File: config.mk
export PLATFORM = sky130hd
export DESIGN_NAME = adder_pipe_acc
export DESIGN_NICKNAME = d
export VERILOG_FILES = /design/src/rtl/adder_pipe_acc.sv
export SDC_FILE = /design/constraint.sdc
export NUM_CORES = 1
export LEC_CHECK = 0
export ABC_AREA = 1
export CAP_MARGIN = 30
export CORE_MARGIN = 10
export CORE_UTILIZATION = 50
export CTS_CLUSTER_DIAMETER = 30
export CTS_CLUSTER_SIZE = 16
export DETAILED_ROUTE_END_ITERATION = 6
export HOLD_SLACK_MARGIN = 0.08
export PLACE_DENSITY = 0.74
export SYNTH_ARGS = -nofsm -noshare
export SYNTH_HDL_FRONTEND = slang
export SYNTH_SLANG_ARGS = --single-unit
File: constraint.sdc
create_clock -name clk -period 4.5 [get_ports clk]
set_input_delay 1.35 -clock clk [delete_from_list [all_inputs] [get_ports clk]]
set_output_delay 1.35 -clock clk [all_outputs]
set_load 0.05 [all_outputs]
File: src/rtl/adder_pipe_acc.sv
// Two-stage pipelined adder/accumulator with valid/ready handshakes on both sides.
// Define ADDER_PIPE_ACC_SAT_EN for a saturating accumulator instead of modulo wrap.
module adder_pipe_acc #(
   parameter int unsigned WIDTH     = 8,
   parameter int unsigned ACC_WIDTH = 16,
   parameter int unsigned CNT_WIDTH = 8
) (
   input  logic                 clk,
   input  logic                 reset_i,
   input  logic                 valid_i,
   output logic                 ready_o,
   input  logic [WIDTH-1:0]     a_i,
   input  logic [WIDTH-1:0]     b_i,
   input  logic                 mode_i,
   input  logic                 clear_i,
   output logic                 valid_o,
   input  logic                 ready_i,
   output logic [ACC_WIDTH-1:0] sum_o,
   output logic                 is_odd_o,
   output logic                 ovf_o,
   output logic [CNT_WIDTH-1:0] count_o
);

   localparam int unsigned PAIR_W = WIDTH + 1;
   localparam int unsigned T_W    = ACC_WIDTH + 1;

   logic                 s1_valid_q, s1_valid_d;
   logic [PAIR_W-1:0]    s1_pair_q, s1_pair_d;
   logic                 s1_mode_q, s1_mode_d;
   logic                 s2_valid_q, s2_valid_d;
   logic [ACC_WIDTH-1:0] sum_q, sum_d;
   logic                 ovf_q, ovf_d;
   logic [CNT_WIDTH-1:0] cnt_out_q, cnt_out_d;
   logic [ACC_WIDTH-1:0] acc_q, acc_d;
   logic [CNT_WIDTH-1:0] cnt_q, cnt_d;
`ifdef ADDER_PIPE_ACC_SAT_EN
   logic                 sat_q, sat_d, sat_base;
`endif

   logic                 s1_load_c, s2_load_c;
   logic [ACC_WIDTH-1:0] acc_base, acc_new;
   logic [CNT_WIDTH-1:0] cnt_base, cnt_new;
   logic [T_W-1:0]       t_sum;
   logic                 ovf_new;

   assign s2_load_c = s1_valid_q && (!s2_valid_q || ready_i);
   assign s1_load_c = !s1_valid_q || s2_load_c;

   assign ready_o  = s1_load_c;
   assign valid_o  = s2_valid_q;
   assign sum_o    = sum_q;
   assign is_odd_o = sum_q[0];
   assign ovf_o    = ovf_q;
   assign count_o  = cnt_out_q;

   // Next-state: clear is applied before any accumulate loading on the same edge.
   always_comb begin
      s1_valid_d = s1_valid_q;
      s1_pair_d  = s1_pair_q;
      s1_mode_d  = s1_mode_q;
      s2_valid_d = s2_valid_q;
      sum_d      = sum_q;
      ovf_d      = ovf_q;
      cnt_out_d  = cnt_out_q;
      acc_d      = acc_q;
      cnt_d      = cnt_q;
      acc_base   = clear_i ? '0 : acc_q;
      cnt_base   = clear_i ? '0 : cnt_q;
      t_sum      = T_W'(acc_base) + T_W'(s1_pair_q);
      cnt_new    = (&cnt_base) ? cnt_base : cnt_base + CNT_WIDTH'(1);
`ifdef ADDER_PIPE_ACC_SAT_EN
      sat_d      = sat_q;
      sat_base   = clear_i ? 1'b0 : sat_q;
      if (sat_base) begin
         acc_new = '1;
         ovf_new = 1'b0;
      end else if (t_sum[ACC_WIDTH]) begin
         acc_new = '1;
         ovf_new = 1'b1;
      end else begin
         acc_new = t_sum[ACC_WIDTH-1:0];
         ovf_new = 1'b0;
      end
`else
      acc_new    = t_sum[ACC_WIDTH-1:0];
      ovf_new    = t_sum[ACC_WIDTH];
`endif

      if (clear_i) begin
         acc_d = '0;
         cnt_d = '0;
`ifdef ADDER_PIPE_ACC_SAT_EN
         sat_d = 1'b0;
`endif
      end

      if (s1_load_c) begin
         s1_valid_d = valid_i;
         if (valid_i) begin
            s1_pair_d = PAIR_W'(a_i) + PAIR_W'(b_i);
            s1_mode_d = mode_i;
         end
      end

      if (s2_load_c) begin
         s2_valid_d = 1'b1;
         if (s1_mode_q) begin
            acc_d     = acc_new;
            cnt_d     = cnt_new;
            sum_d     = acc_new;
            ovf_d     = ovf_new;
            cnt_out_d = cnt_new;
`ifdef ADDER_PIPE_ACC_SAT_EN
            sat_d     = sat_base | ovf_new;
`endif
         end else begin
            sum_d     = ACC_WIDTH'(s1_pair_q);
            ovf_d     = 1'b0;
            cnt_out_d = cnt_base;
         end
      end else if (s2_valid_q && ready_i) begin
         s2_valid_d = 1'b0;
      end
   end

   always_ff @(posedge clk) begin
      if (reset_i) begin
         s1_valid_q <= 1'b0;
         s1_pair_q  <= '0;
         s1_mode_q  <= 1'b0;
         s2_valid_q <= 1'b0;
         sum_q      <= '0;
         ovf_q      <= 1'b0;
         cnt_out_q  <= '0;
         acc_q      <= '0;
         cnt_q      <= '0;
`ifdef ADDER_PIPE_ACC_SAT_EN
         sat_q      <= 1'b0;
`endif
      end else begin
         s1_valid_q <= s1_valid_d;
         s1_pair_q  <= s1_pair_d;
         s1_mode_q  <= s1_mode_d;
         s2_valid_q <= s2_valid_d;
         sum_q      <= sum_d;
         ovf_q      <= ovf_d;
         cnt_out_q  <= cnt_out_d;
         acc_q      <= acc_d;
         cnt_q      <= cnt_d;
`ifdef ADDER_PIPE_ACC_SAT_EN
         sat_q      <= sat_d;
`endif
      end
   end

endmodule

== After elaboration in Yosys (flattened, before gate mapping) ==
Cells that the tools add are included.

* Flip-flop bits (word level): 61
* Logic and storage cells: 32
* Bits of input ports: 22
* Output and inout port bits: 28

* Mux-type cells: 11
* Reduce and logical (&&, ||, !) cells: 9
* Add/sub/neg operators: 3

{| class="wikitable"
|+ Operator list
! kind !! number
|-
| $mux 16 || 4
|-
| $mux 8 || 4
|-
| $add 16x9->17 || 1
|-
| $add 8x8->9 || 1
|-
| $add 8x1->8 const B || 1
|-
| $reduce_and 8->1 || 1
|-
| $mux 1 || 3
|-
| $logic_and 1x1->1 || 2
|-
| $logic_not 1->1 || 2
|-
| $logic_or 1x1->1 || 2
|-
| $reduce_and 2->1 || 1
|-
| $reduce_bool 2->1 || 1
|}

== Depth between registers and ports, before layout ==
Gate-level depths: netlist of the first run.

* Depth in word-level cells: 5
* Depth in mapped cells: 14
* Depth with buffers taken out: 13

== Least setup slack after synthesis of the first run ==
No wires, ideal clock.

* Path type: input port to flip-flop
* Start: input port clear_i
* End: register sum_q[6] (netlist: sum_o[6])
* Data arrival time: 3.120 ns
* Setup time: 0.132 ns
* Slack: 1.247 ns
* Buffers on the path: 2
* Cell stages on the path: 12
* Data required time: 4.368 ns
* Cells stage by stage: buf_6 buf_2 nor2_1 ha_1 fa_1 nand3_1 nand3_1 nand2_1 nand2_1 or2_2 nand3_1 a21oi_1

* Word-level cells in the longest chain between the ends: 3

{| class="wikitable"
|+ Ends and longest elaborated chain
! what !! line !! text
|-
| start, declared || 15 || <nowiki>input logic clear_i,</nowiki>
|-
| $mux 16 || 67 || <nowiki>acc_base = clear_i ? '0 : acc_q;</nowiki>
|-
| $add 16x9->17 || 69 || <nowiki>t_sum = T_W'(acc_base) + T_W'(s1_pair_q);</nowiki>
|-
| $mux 16 || 107 || <nowiki>if (s1_mode_q) begin</nowiki>
|-
| end signal, assigned || 145 || <nowiki>sum_q <= sum_d;</nowiki>
|-
| end, declared || 31 || <nowiki>logic [ACC_WIDTH-1:0] sum_q, sum_d;</nowiki>
|}

Every way passes these cells.
A chain may end at the register's enable or synchronous reset.

== Worst setup path after layout of the first run ==
* Start: input port ready_i
* End: output port ready_o

* Word-level cells in the longest chain between the ends: 3

{| class="wikitable"
|+ Ends and longest elaborated chain
! what !! line !! text
|-
| start, declared || 17 || <nowiki>input logic ready_i,</nowiki>
|-
| $logic_or 1x1->1 || 46 || <nowiki>assign s2_load_c = s1_valid_q && (!s2_valid_q || ready_i);</nowiki>
|-
| $logic_and 1x1->1 || 46 ||
|-
| $logic_or 1x1->1 || 47 || <nowiki>assign s1_load_c = !s1_valid_q || s2_load_c;</nowiki>
|-
| end, declared || 11 || <nowiki>output logic ready_o,</nowiki>
|}

Every way passes these cells.

==> impl_metrics.ini, run 1 <==
[grt]
gr-usage-all-layers = 0.160
antenna_found_initial = 0
wire_length_of_the_first_global_routing_pass_um = 15200
grt_max_degree = 36
vias_in_the_first_global_route = 3411
grt.overflow.total = 0

[clocking]
cts-resized-gates = 0
cts_inserted_buffers = 9
numClockSinks = 61
postCtsSetupBuffers = 0
ctsHoldBuffers = 0
depth_of_the_cts_h_tree = 3
cts.path.max_buffers = 2
cts.reportedPaths.clkPinSlew_ns = 0.07
clockRootBuffer = sky130_fd_sc_hd__clkbuf_8
tritoncts = yes
clock_insertion_delay_worst_skew_ns = 0.35

[setup_path]
peak_fanout_along_the_critical_path = 3
worst_path_dominant_cell_family = buffers and inverters
crit_arrival_ns = 2.22
cp-end-kind = output pin
timing.critical_path.buf_inv = 3
crit_path_top_delay_cell = sky130_fd_sc_hd__clkdlybuf4s50_1
worst-endpoint-required_ns = 3.15
crit_path_max_incr_delay_ns = 0.40
cp-start-kind = input port
path_cells = clkdlybuf4s50_1 -> inv_1 -> nand3_1 -> buf_4
timing_worst_setup_path_type = input port to output pin

[synth]
ys_async_sr_fraction = 0
mapped_cells = 557
synth_warnings = 0
synthesis.area_um2 = 3690
synth-seq-cells = 61
post_syn_area_per_cell_um2 = 6.62
seq_area_frac_synth = 0.331
netlist-cell-type-count = 39
synth-edff-count = 0
synth.net_count = 599
synth_ff_type = sky130_fd_sc_hd__dfxtp_1

[sta]
timing.final.crit_period_ns = 3.57
fmax_achieved_mhz = 280
worst-slew-pin-transition_ns = 0.531
fin_crit_sh = 0.793
max-slew-margin-rel = 0.645
fin_tns_setup_ns = 0
report.final.hold_viol_count = 0
rsz0062_at_grt = false
slew_viol_final = 0
worst_hold_slack_ns = 0.466
timing.final.setup_violations = 0
worst_clock_skew_ns = 0.00617

[outcome]
run_status = finished, final reports clean

[drt]
initialDrtViolationCount = 196
wl_per_cell_um = 12.5
detailroute.via_count = 3518
route.final.wire_length_um = 8800
detail_route.drc_violations = 0
drt-vias-per-instance = 4.98
drt_first_pass_iters = 4
ant_nets_after_route = 0

[cells_and_area]
fin_util = 0.616
final_common_cell = sky130_fd_sc_hd__nand2_1
num_antenna_cells = 0
final_net_count = 644
area_delta_synth_final_pct = 20.5
mostFrequentLayoutCells = 150 x sky130_fd_sc_hd__nand2_1, 87 x sky130_fd_sc_hd__inv_1, 61 x sky130_fd_sc_hd__dfxtp_1, 57 x sky130_fd_sc_hd__a21oi_1, 48 x sky130_fd_sc_hd__nor2_1
drive_gt1_frac = 0.0741

[pwr]
power.switching_fraction = 0.277
p_clk_frac = 0.428
comb_power_share = 0.131
sequentialPowerShare = 0.441
power.density_cell_area_nw_per_um2 = 290
leakage_uw = 0.00195
vdd_drop_max_mv = 0.161
internal_power_uw = 932
power.net_switching_uw = 357

[flow_run]
maxCapViolCount = 0

[placed_design]
port_buffers = 49
place.gp.congestion = 0.890
hpwlAfterDp_um = 6560

[floorplan]
fp.coreArea_um2 = 7210
floorplan.initialDensity = 0.511
die-height_um = 106
floorplan.die_area_um2 = 11200
number_of_placement_rows = 31
chipWidth_um = 106
io_pins = 50

[hold_path]
hold_path.class = flip-flop to flip-flop
cells by family after synthesis:
| group | after synthesis | share of synthesized area |
|---|---|---|
| xor+xnor | 11 | 0.0261 |
| compound gates | 89 | 0.131 |
| buf+inv | 109 | 0.121 |
| simple gates | 267 | 0.319 |
| fa+ha+maj | 20 | 0.0719 |
| flops | 61 | 0.331 |
worst register-to-register path, cell delays in order, from the launching register on:
cell and delay [ns]:
sky130_fd_sc_hd__dfxtp_1 0.31, sky130_fd_sc_hd__inv_1 0.04, sky130_fd_sc_hd__nor2_1 0.04, sky130_fd_sc_hd__ha_1 0.22, sky130_fd_sc_hd__fa_1 0.41, sky130_fd_sc_hd__nand3_1 0.10, sky130_fd_sc_hd__nand3_1 0.16, sky130_fd_sc_hd__nand2_1 0.10
sky130_fd_sc_hd__nand2_1 0.12, sky130_fd_sc_hd__or2_2 0.30, sky130_fd_sc_hd__nand3_1 0.09, sky130_fd_sc_hd__a21oi_1 0.08
state kept, by name, summed over array words and instances, names as in the netlist, 8 cells and up:
signal / count
sum_o: 16
cnt_q: 8
acc_q: 16
s1_pair_q: 9
count_o: 8
final timing paths:
path	slack (ns)	end	cells after the start	start
setup / recovery	0.93	ready_o	4	ready_i
hold / removal	0.47	count_o[6]$_SDFFE_PP0P_	2	count_o[6]$_SDFFE_PP0P_
setup reg to reg	2.41	acc_q[6]$_SDFF_PP0_	11	acc_q[0]$_SDFF_PP0_
hold reg to reg	0.47	count_o[6]$_SDFFE_PP0P_	2	count_o[6]$_SDFFE_PP0P_
power by group through the flow:
stage | Combinational, µW | Clock (µW) | Sequential [µW]
2_1_floorplan | 103 | 0 | 593
3_3_place_gp | 165 | 0 | 581
3_5_place_dp | 169 | 0 | 581
4_1_cts | 170 | 558 | 569
5_1_grt | 187 | 582 | 571
6_report | 169 | 552 | 569
cell type report:
class | instances | area [µm²]
clock buffers | 9 | 124
repair buffers | 53 | 513
multi-input cells | 387 | 2020
inverters | 90 | 339
clock inverters | 7 | 100
fillers | 711 | 2770
flip-flops and latches | 61 | 1220
well taps | 99 | 124
cells in the mapped netlist, drive strengths merged, types with 2 or more instances:
master	n	area share
inv	89	0.091
nand4	7	0.014
dfxtp	61	0.33
a31oi	6	0.010
nor2	56	0.069
nand2	155	0.16
nand3	43	0.062
o21ai	18	0.024
a21o	2	0.0041
ha	18	0.061
clkbuf	6	0.0061
nand3b	2	0.0041
a21oi	58	0.082
buf	13	0.023
nor3	2	0.0041
xor2	10	0.024
fa	2	0.011
routing by layer:
layer / part of all wire / vias up / wire length [µm] / global-route usage
met5: 0 / - / 0 / 0
met1: 0.47 / 1595 / 4110 / 0.189
met3: 0.051 / 10 / 445 / 0.0447
met2: 0.47 / 60 / 4130 / 0.271
met4: 0.013 / 0 / 114 / 0.0551
li1: - / 1853 / - / -
through the flow:
stage / worst slack, ns / total power, µW / area [µm²] / std cells
5_1_grt: 0.806 / 1340 / 4440 / 706
3_5_place_dp: 0.603 / 750 / 4220 / 690
4_1_cts: 0.928 / 1300 / 4440 / 706
3_3_place_gp: 0.694 / 746 / 4220 / 690
2_1_floorplan: 1.25 / 695 / 3690 / 557
6_report: 0.932 / 1290 / 4440 / 706
No activity file was read; power rests on OpenSTA's default activity.
==> run 2: changes to the inputs <==
Settings changed: PLACE_DENSITY 0.74 to 0.77.
Clock period 4.5 ns to 3.1 ns, I/O delays scaled along.
==> run 2 against run 1 <==
Net effect: first-iteration DRC count down 22%; hold slack got worse by 0.0026 ns; sequential share of layout area down 0.43 points; register-to-register slack worse by 1.3 ns; global-route usage barely moved; sequential power rose by 45%; cell area rose by 1.6%; count of clock-buffer cells in the layout up 2; power increased by 39%; via count increased by 0.68%; core utilization up 0.97 points; die area unchanged.
==> impl_metrics.ini, run 2 (synthesized netlist as in run 1, its figures left out) <==
[outcome]
run_status = finished, final reports clean

[clocking]
cts.path.max_buffers = 2
cts.reportedPaths.clkPinSlew_ns = 0.06
ctsHoldBuffers = 0
clock_insertion_delay_worst_skew_ns = 0.35
tritoncts = yes
cts_inserted_buffers = 9
clockRootBuffer = sky130_fd_sc_hd__clkbuf_8
postCtsSetupBuffers = 0
depth_of_the_cts_h_tree = 3
numClockSinks = 61
cts-resized-gates = 0

[grt]
grt_max_degree = 38
gr-usage-all-layers = 0.160
antenna_found_initial = 0
vias_in_the_first_global_route = 3446
grt.overflow.total = 0
wire_length_of_the_first_global_routing_pass_um = 15200

[cells_and_area]
mostFrequentLayoutCells = 150 x sky130_fd_sc_hd__nand2_1, 87 x sky130_fd_sc_hd__inv_1, 61 x sky130_fd_sc_hd__dfxtp_1, 57 x sky130_fd_sc_hd__a21oi_1, 48 x sky130_fd_sc_hd__nor2_1
final_net_count = 655
fin_util = 0.626
final_common_cell = sky130_fd_sc_hd__nand2_1
fillers = 658
postLayoutCellArea_um2 = 4510
area_delta_synth_final_pct = 22.4
drive_gt1_frac = 0.0891
num_antenna_cells = 0
stdcell_count = 716

[sta]
report.final.hold_viol_count = 0
worst_clock_skew_ns = 0.0107
rsz0062_at_grt = false
slew_viol_final = 0
worst-slew-pin-transition_ns = 0.685
max-slew-margin-rel = 0.543
fmax_achieved_mhz = 359
fin_crit_sh = 0.898
fin_tns_setup_ns = 0
timing.final.setup_violations = 0
timing.final.crit_period_ns = 2.79

[setup_path]
reg2regPathDepth = 11
crit_path_top_delay_cell = sky130_fd_sc_hd__clkdlybuf4s50_1
timing.critical_path.depth = 13
path_common_cell = sky130_fd_sc_hd__nand2_1
worst-endpoint-required_ns = 3.38
cp-start-kind = input port
regToRegSetupSlack_ns = 1.14
worst_path_dominant_cell_family = buffers and inverters
critical_path.reg2reg.startpoint = acc_q[0]$_SDFF_PP0_
timing_worst_setup_path_type = input port to flip-flop
crit_path_max_incr_delay_ns = 0.52
timing.critical_path.buf_inv = 4
crit_path_start = clear_i
cp-end-kind = flip-flop
timing.critical_path.to = acc_q[14]$_SDFF_PP0_
crit_arrival_ns = 3.06
end_of_the_worst_register_to_register_path = acc_q[6]$_SDFF_PP0_
peak_fanout_along_the_critical_path = 6
path_cells = clkdlybuf4s50_1 -> buf_4 -> buf_4 -> nor2_1 -> ha_1 -> nand2_1 -> nand2_1 -> inv_1 -> o21ai_0 -> nand2_1 -> nand2_1 -> nand3_1 -> a21oi_1

[drt]
ant_nets_after_route = 0
wl_per_cell_um = 12.0
detailroute.via_count = 3542
drt-vias-per-instance = 4.95
initialDrtViolationCount = 153
detail_route.drc_violations = 0
route.final.wire_length_um = 8620
drt_first_pass_iters = 4

[pwr]
total_power_uw = 1790
power.density_cell_area_nw_per_um2 = 397
vdd_drop_max_mv = 0.208
leakage_uw = 0.00201

[floorplan]
floorplan.initialDensity = 0.511
io_pins = 50
number_of_placement_rows = 31
fp.coreArea_um2 = 7210
floorplan.die_area_um2 = 11200
chipWidth_um = 106
die-height_um = 106

[placed_design]
placed_cell_area_um2 = 4310
port_buffers = 49
instance_count_after_placement_with_tap_cells_included = 701
hpwlAfterDp_um = 6560
place.gp.congestion = 0.900

[hold_path]
hold_path.class = flip-flop to flip-flop

[flow_run]
maxCapViolCount = 0
run 2: cell types whose count changed in the layout (fill, tap and decap cells not counted), sizes merged:
| cell | change |
|---|---|
| buf | +11 |
| bufinv | -1 |
| clkbuf | +2 |
| clkinvlp | -2 |
run 2: worst min path at each step:
stage,cells after the start,endpoint,startpoint,slack [ns]
floorplan,2,acc_q[2]$_SDFF_PP0_,acc_q[2]$_SDFF_PP0_,0.46
global placement,2,count_o[5]$_SDFFE_PP0P_,count_o[5]$_SDFFE_PP0P_,0.45
detailed placement,2,count_o[2]$_SDFFE_PP0P_,count_o[2]$_SDFFE_PP0P_,0.46
CTS,2,count_o[2]$_SDFFE_PP0P_,count_o[2]$_SDFFE_PP0P_,0.47
global route,2,count_o[2]$_SDFFE_PP0P_,count_o[2]$_SDFFE_PP0P_,0.48
finish,2,count_o[2]$_SDFFE_PP0P_,count_o[2]$_SDFFE_PP0P_,0.46
run 2: worst register-to-register path, delay by kind of cell (launching register included):
family / cells / cell delay (ns)
AOI/OAI and AO/OA: 1 / 0.08
adders and majority gates: 2 / 0.59
buffers and inverters: 1 / 0.04
DFF: 1 / 0.30
and+or+nand+nor: 7 / 0.80
run 2: stage by stage:
stage,hold slack (ns),worst slack (ns)
floorplan,0.460,0.267
global placement,0.451,0.0102
detailed placement,0.456,0.0138
CTS,0.467,0.329
global route,0.478,0.0846
finish,0.463,0.315
run 2: where the power goes:
group | internal (µW) | leakage (µW) | switching, µW
clock network | 407 | 0.000101 | 305
registers | 806 | 0.000495 | 20.6
logic | 101 | 0.00142 | 152
total | 1310 | 0.00201 | 477
run 2: per-layer routing:
layer | global-route usage | wire length (µm)
met5 | 0 | 0
met3 | 0.0350 | 387
met1 | 0.190 | 4040
met4 | 0.0783 | 180
met2 | 0.267 | 4010
run 2: final cells by class:
| type | count | area [µm²] | area share |
|---|---|---|---|
| inverters | 90 | 339 | 0.0751 |
| repair buffers | 64 | 608 | 0.135 |
| flip-flops and latches | 61 | 1220 | 0.271 |
| clock inverters | 4 | 47.5 | 0.0105 |
| multi-input cells | 387 | 2020 | 0.448 |
| well taps | 99 | 124 | 0.0274 |
| clock buffers | 11 | 151 | 0.0335 |
==> variant 1 (config.mk and constraints of run 2) <==
`WIDTH`: 8 -> 12.
--- a/src/rtl/adder_pipe_acc.sv
+++ b/src/rtl/adder_pipe_acc.sv
@@ -3,3 +3,3 @@
 module adder_pipe_acc #(
-   parameter int unsigned WIDTH     = 8,
+   parameter int unsigned WIDTH     = 12,
    parameter int unsigned ACC_WIDTH = 16,
Interface: changed (resized a_i and b_i); port bits go from 50 to 58. The function was not compared with the original's and may differ.
==> variant 1 against run 2 <==
Sequential power up 8.1%. Worst setup slack worse by 0.053 ns. Sequential cell count up 4. Largest cell class unchanged. Design area up 16%. Sequential share of layout area down 2.1 points. Clock skew up 0.0058 ns. Power up 12%. Die area up 11%. Routed wire length up 23%. Clock power up 3.5%. Area after synthesis up 14%.
==> variant 1: results (changes against run 2) <==
Layout
  – Final nets: 791 (+21%)
  – Clk tree area frac: 3.86% (-0.55 points)
  – Share of layout cells above drive strength 1: 8.94% (+0.029 points)
  – Fraction of area in multi-input gates: 45.8% (+1.0 points)
  – Non-clock buffer share: 15.1% (+1.6 points)
  – Post-Layout Cell Count: 843 (+18%)
  – Area of the multi-input gates: 0.00239 mm2 (+18%)
  – Fillers: 750 (+14%)

Place
  – GPL Wtd Cong: 0.957 (+6.3%)
  – Number of port buffers: 57 (+16%)

Die
  – Die area: 0.0124 mm2 (+11%)

Logic synthesis
  – Syn_nets: 713 (+19%)
  – Synth area leaders: dfxtp_1, nand2_1, inv_1
  – Post-Synthesis Cells: 655 (+18%)
  – Post-synth top cells: nand2_1, inv_1, dfxtp_1
  – Yosys cell types: 35 (-10%)

Timing
  – Worst-Margin Slew: 0.517 ns (-0.168 ns)
  – Hold Slack: 0.464 ns (+0.000624 ns)

Power and ir drop
  – Peak supply drop: 0.000224 V (+7.9%)

Clock network
  – CTS sink cnt: 65 (+6.6%)

Status
  – Status: completed

Global routing
  – Global-route usage over all layers: 17.1% (+1.2 points)
  – Largest net degree at the start of global routing: 40 (+5.3%)

Route
  – Routed WL: 10,600 um (+23%)
  – Detailed router's first-iteration violation count: 208 (+36%)

Hold path
  – Sink of the worst hold path: count_o[0]

Worst setup path
  – FF-to-FF End: sum_o[14]
-- variant 1: cell count changes after synthesis, moves of 3 or more --
cell	before	now
nand2_1	150	189
nor2_1	48	63
nor2_4	5	2
dfxtp_1	61	65
o21ai_0	17	22
inv_1	87	104
ha_1	18	26
nand3_1	40	50
-- variant 1: worst max path at each step --
| stage | cells past startpoint | slack (ns) | from | to |
|---|---|---|---|---|
| 6_report | 14 | 0.26 | clear_i | sum_o[14] |
| 5_1_grt | 13 | 0.04 | clear_i | acc_q[14] |
| 3_3_place_gp | 12 | -0.04 | clear_i | acc_q[14] |
| 4_1_cts | 14 | 0.27 | clear_i | sum_o[14] |
| 2_1_floorplan | 12 | 0.61 | clear_i | acc_q[14] |
| 3_5_place_dp | 14 | -0.07 | clear_i | sum_o[14] |
-- variant 1: report_power, final --
group | leakage (nW) | switching [mW] | internal [mW]
Clock | 0.105 | 0.358 | 0.379
Combinational | 1.84 | 0.228 | 0.154
Sequential | 0.529 | 0.0284 | 0.865
Total | 2.47 | 0.614 | 1.40
-- variant 1: layer usage --
layer  up-vias  GRT usage (%)  part of all wire (%)
li1       2224              -                     -
met1      1939           20.5                    46
met2        95           29.5                    47
met3        17           2.84                   4.6
met4         0           7.46                   2.1
met5         -              0                     0
-- variant 1: logic make-up after synthesis --
| kind of cell | synth area share [%] |
|---|---|
| flip-flops | 31.1 |
| buffers and inverters | 11.9 |
| adder cells (fa/ha/maj) | 8.72 |
| AND/OR/NAND/NOR | 33.1 |
| AO/OA/AOI/OAI | 12.3 |
| XOR/XNOR | 2.93 |
==> variant 2 (config.mk and constraints of run 2) <==
Made on the original files. Take the reset off `sum_q` and load it in a clocked block of its own.
--- a/src/rtl/adder_pipe_acc.sv
+++ b/src/rtl/adder_pipe_acc.sv
@@ -131,3 +131,2 @@
          s2_valid_q <= 1'b0;
-         sum_q      <= '0;
          ovf_q      <= 1'b0;
@@ -144,3 +143,2 @@
          s2_valid_q <= s2_valid_d;
-         sum_q      <= sum_d;
          ovf_q      <= ovf_d;
@@ -155,2 +153,6 @@
 
+   always_ff @(posedge clk) begin
+      sum_q <= sum_d;
+   end
+
 endmodule
Function: differs if reset_i is asserted again (counterexample within 4 cycles, from zero or initial values and one cycle with reset_i high); with reset_i held inactive, the same outputs for 4 cycles.
==> variant 2 against run 2 <==
Count of clock-buffer cells in the layout up 2. Power is 5.1% higher. Sequential cell count stayed put. Worst setup slack lost 0.20 ns. Critical path type unchanged. Via count decreased by 2.3%. Area after synthesis shrank 2.8%. Final cell count fell by 7.4%. Largest power group unchanged. Routed wire length increased by 1.4%. Largest cell class unchanged. Synthesized cell count down 10%. Design area decreased by 0.86%.
==> variant 2: results (changes against run 2) <==
Clock network
  – Setup Fix Bufs, Post-CTS: 0 (unchanged)
  – CTS buffer count: 9 (unchanged)
  – Later-pin clock latency in the skew report: around 0.36 ns
  – Worst-case clock buffer depth: 2 (unchanged)
  – CTS H-tree depth: 3 (unchanged)
  – Post_cts resized: 0 (unchanged)
  – Reg clk slew, reported paths: around 0.07 ns
  – CTS root buf: clkbuf_8

Worst setup path
  – R2R depth: 11 (unchanged)
  – R2r startpoint: acc_q[0]
  – Crit. Startpoint: clear_i
  – Slowest CP cell: clkdlybuf4s50_1
  – Worst path max stage delay: roughly 0.53 ns
  – Startpoint types: input pin
  – Worst Path Max Fanout: 4 (-2)
  – Worst path top cell family by delay: buffers and inverters

Route
  – Vias: 3,460 (-2.3%)
  – Detailed router's first-iteration violation count: 237 (+55%)
  – Pre-antenna DRT Iters: 5 (+1)
  – Drt wl/cell: 13.2 um (+9.5%)

Logic synthesis
  – Synth warnings: 0 (unchanged)
  – Yosys cell types: 37 (-5.1%)
  – Sequential fraction of the synthesis area: 38.5% (+5.4 points)
  – Dominant synthesized flop cell: dfxtp_1
  – Syn_nets: 542 (-9.5%)
  – Post-synth top cells: nand2_1, inv_1, a21oi_1
  – Asr flop ratio synth: 0% (unchanged)
  – Synth area leaders: dfxtp_1, edfxtp_1, nand2_1
  – Number of enable flip-flop cells after synthesis: 16 (+16)

Place
  – Placed cell area: 0.00428 mm2 (-0.84%)
  – Number of port buffers: 49 (unchanged)
  – GPL Wtd Cong: 0.909 (+0.94%)
  – Hpwl dp: 6430 um (-2.0%)

Global routing
  – First-pass GRT wire length: 15,000 um (-1.3%)
  – Largest net degree at the start of global routing: 35 (-7.9%)
  – Global-route usage over all layers: 16.2% (+0.19 points)
  – Initial antenna violation count: 0 (unchanged)
  – Vias in the first global route: 3,411 (-1.0%)

Hold path
  – HP Class: flip-flop to flip-flop
  – Hold Path Stages: 2 (unchanged)
  – Worst Hold Launch: count_o[1]

Run
  – Max-Cap Viols: 0 (unchanged)

Layout
  – Final nets: 604 (-7.8%)
  – Share of layout cells above drive strength 1: 10.1% (+1.1 points)
  – Ant diodes: 0 (unchanged)
  – Fillers: 587 (-11%)

Timing
  – Relative slew slack: 65.4% (+11 points)
  – Clk_skew: 0.0136 ns (+0.00282 ns)

Status
  – Status: completed

Power and ir drop
  – Peak supply drop: 0.000197 V (-5.4%)
  – Leak: 2.01 nW (-0.35%)
variant 2: power breakdown:
part / leakage [nW] / switching (mW) / internal [mW]
Clock: 0.103 / 0.320 / 0.384
Combinational: 1.39 / 0.190 / 0.120
Sequential: 0.518 / 0.0192 / 0.849
variant 2: tightest hold or removal path, stage by stage (launching register included):
cell and delay (ns):
dfxtp_1 0.31, nand2_1 0.06, a21oi_1 0.05
variant 2: worst paths after layout:
| check | endpoint | slack, ns |
|---|---|---|
| setup reg to reg | sum_o[10] | 0.98 |
| hold reg to reg | count_o[1] | 0.46 |
| hold / removal | count_o[1] | 0.46 |
| setup / recovery | sum_o[10] | 0.12 |
variant 2: cells by family after synthesis:
group / synth area share [%]
flip-flops: 38.5
XOR/XNOR: 1.71
AO/OA/AOI/OAI: 12.8
AND/OR/NAND/NOR: 29.8
adder cells (fa/ha/maj): 7.40
buffers and inverters: 9.77
variant 2: routing by layer:
metal / vias up / share of wire (%) / GRT usage (%)
met2: 107 / 46 / 26.4
met4: 0 / 2.0 / 6.96
met1: 1584 / 45 / 19.4
met3: 16 / 6.6 / 4.67
li1: 1753 / - / -
met5: - / 0 / 0
variant 2: final cells by class:
class	instances	area (um2)	area share, %
clock buffer	13	181	4.05
clock inverter	3	15.0	0.336
inverter	71	267	5.96
multi-input combinational	351	1850	41.4
sequential	61	1380	30.9
tap	96	120	2.68
timing repair buffer	68	656	14.7
variant 2: metrics by stage:
stage	util (%)	worst slack (ns)	total power, mW	hold WS (ns)	std cells
2_1_floorplan	-	0.325	1.08	0.444	500
3_3_place_gp	62.3	-0.158	1.19	0.452	647
3_5_place_dp	62.3	-0.182	1.19	0.455	647
4_1_cts	65.1	0.177	1.89	0.466	663
5_1_grt	65.1	0.00298	1.97	0.484	663
6_report	65.1	0.116	1.88	0.462	663
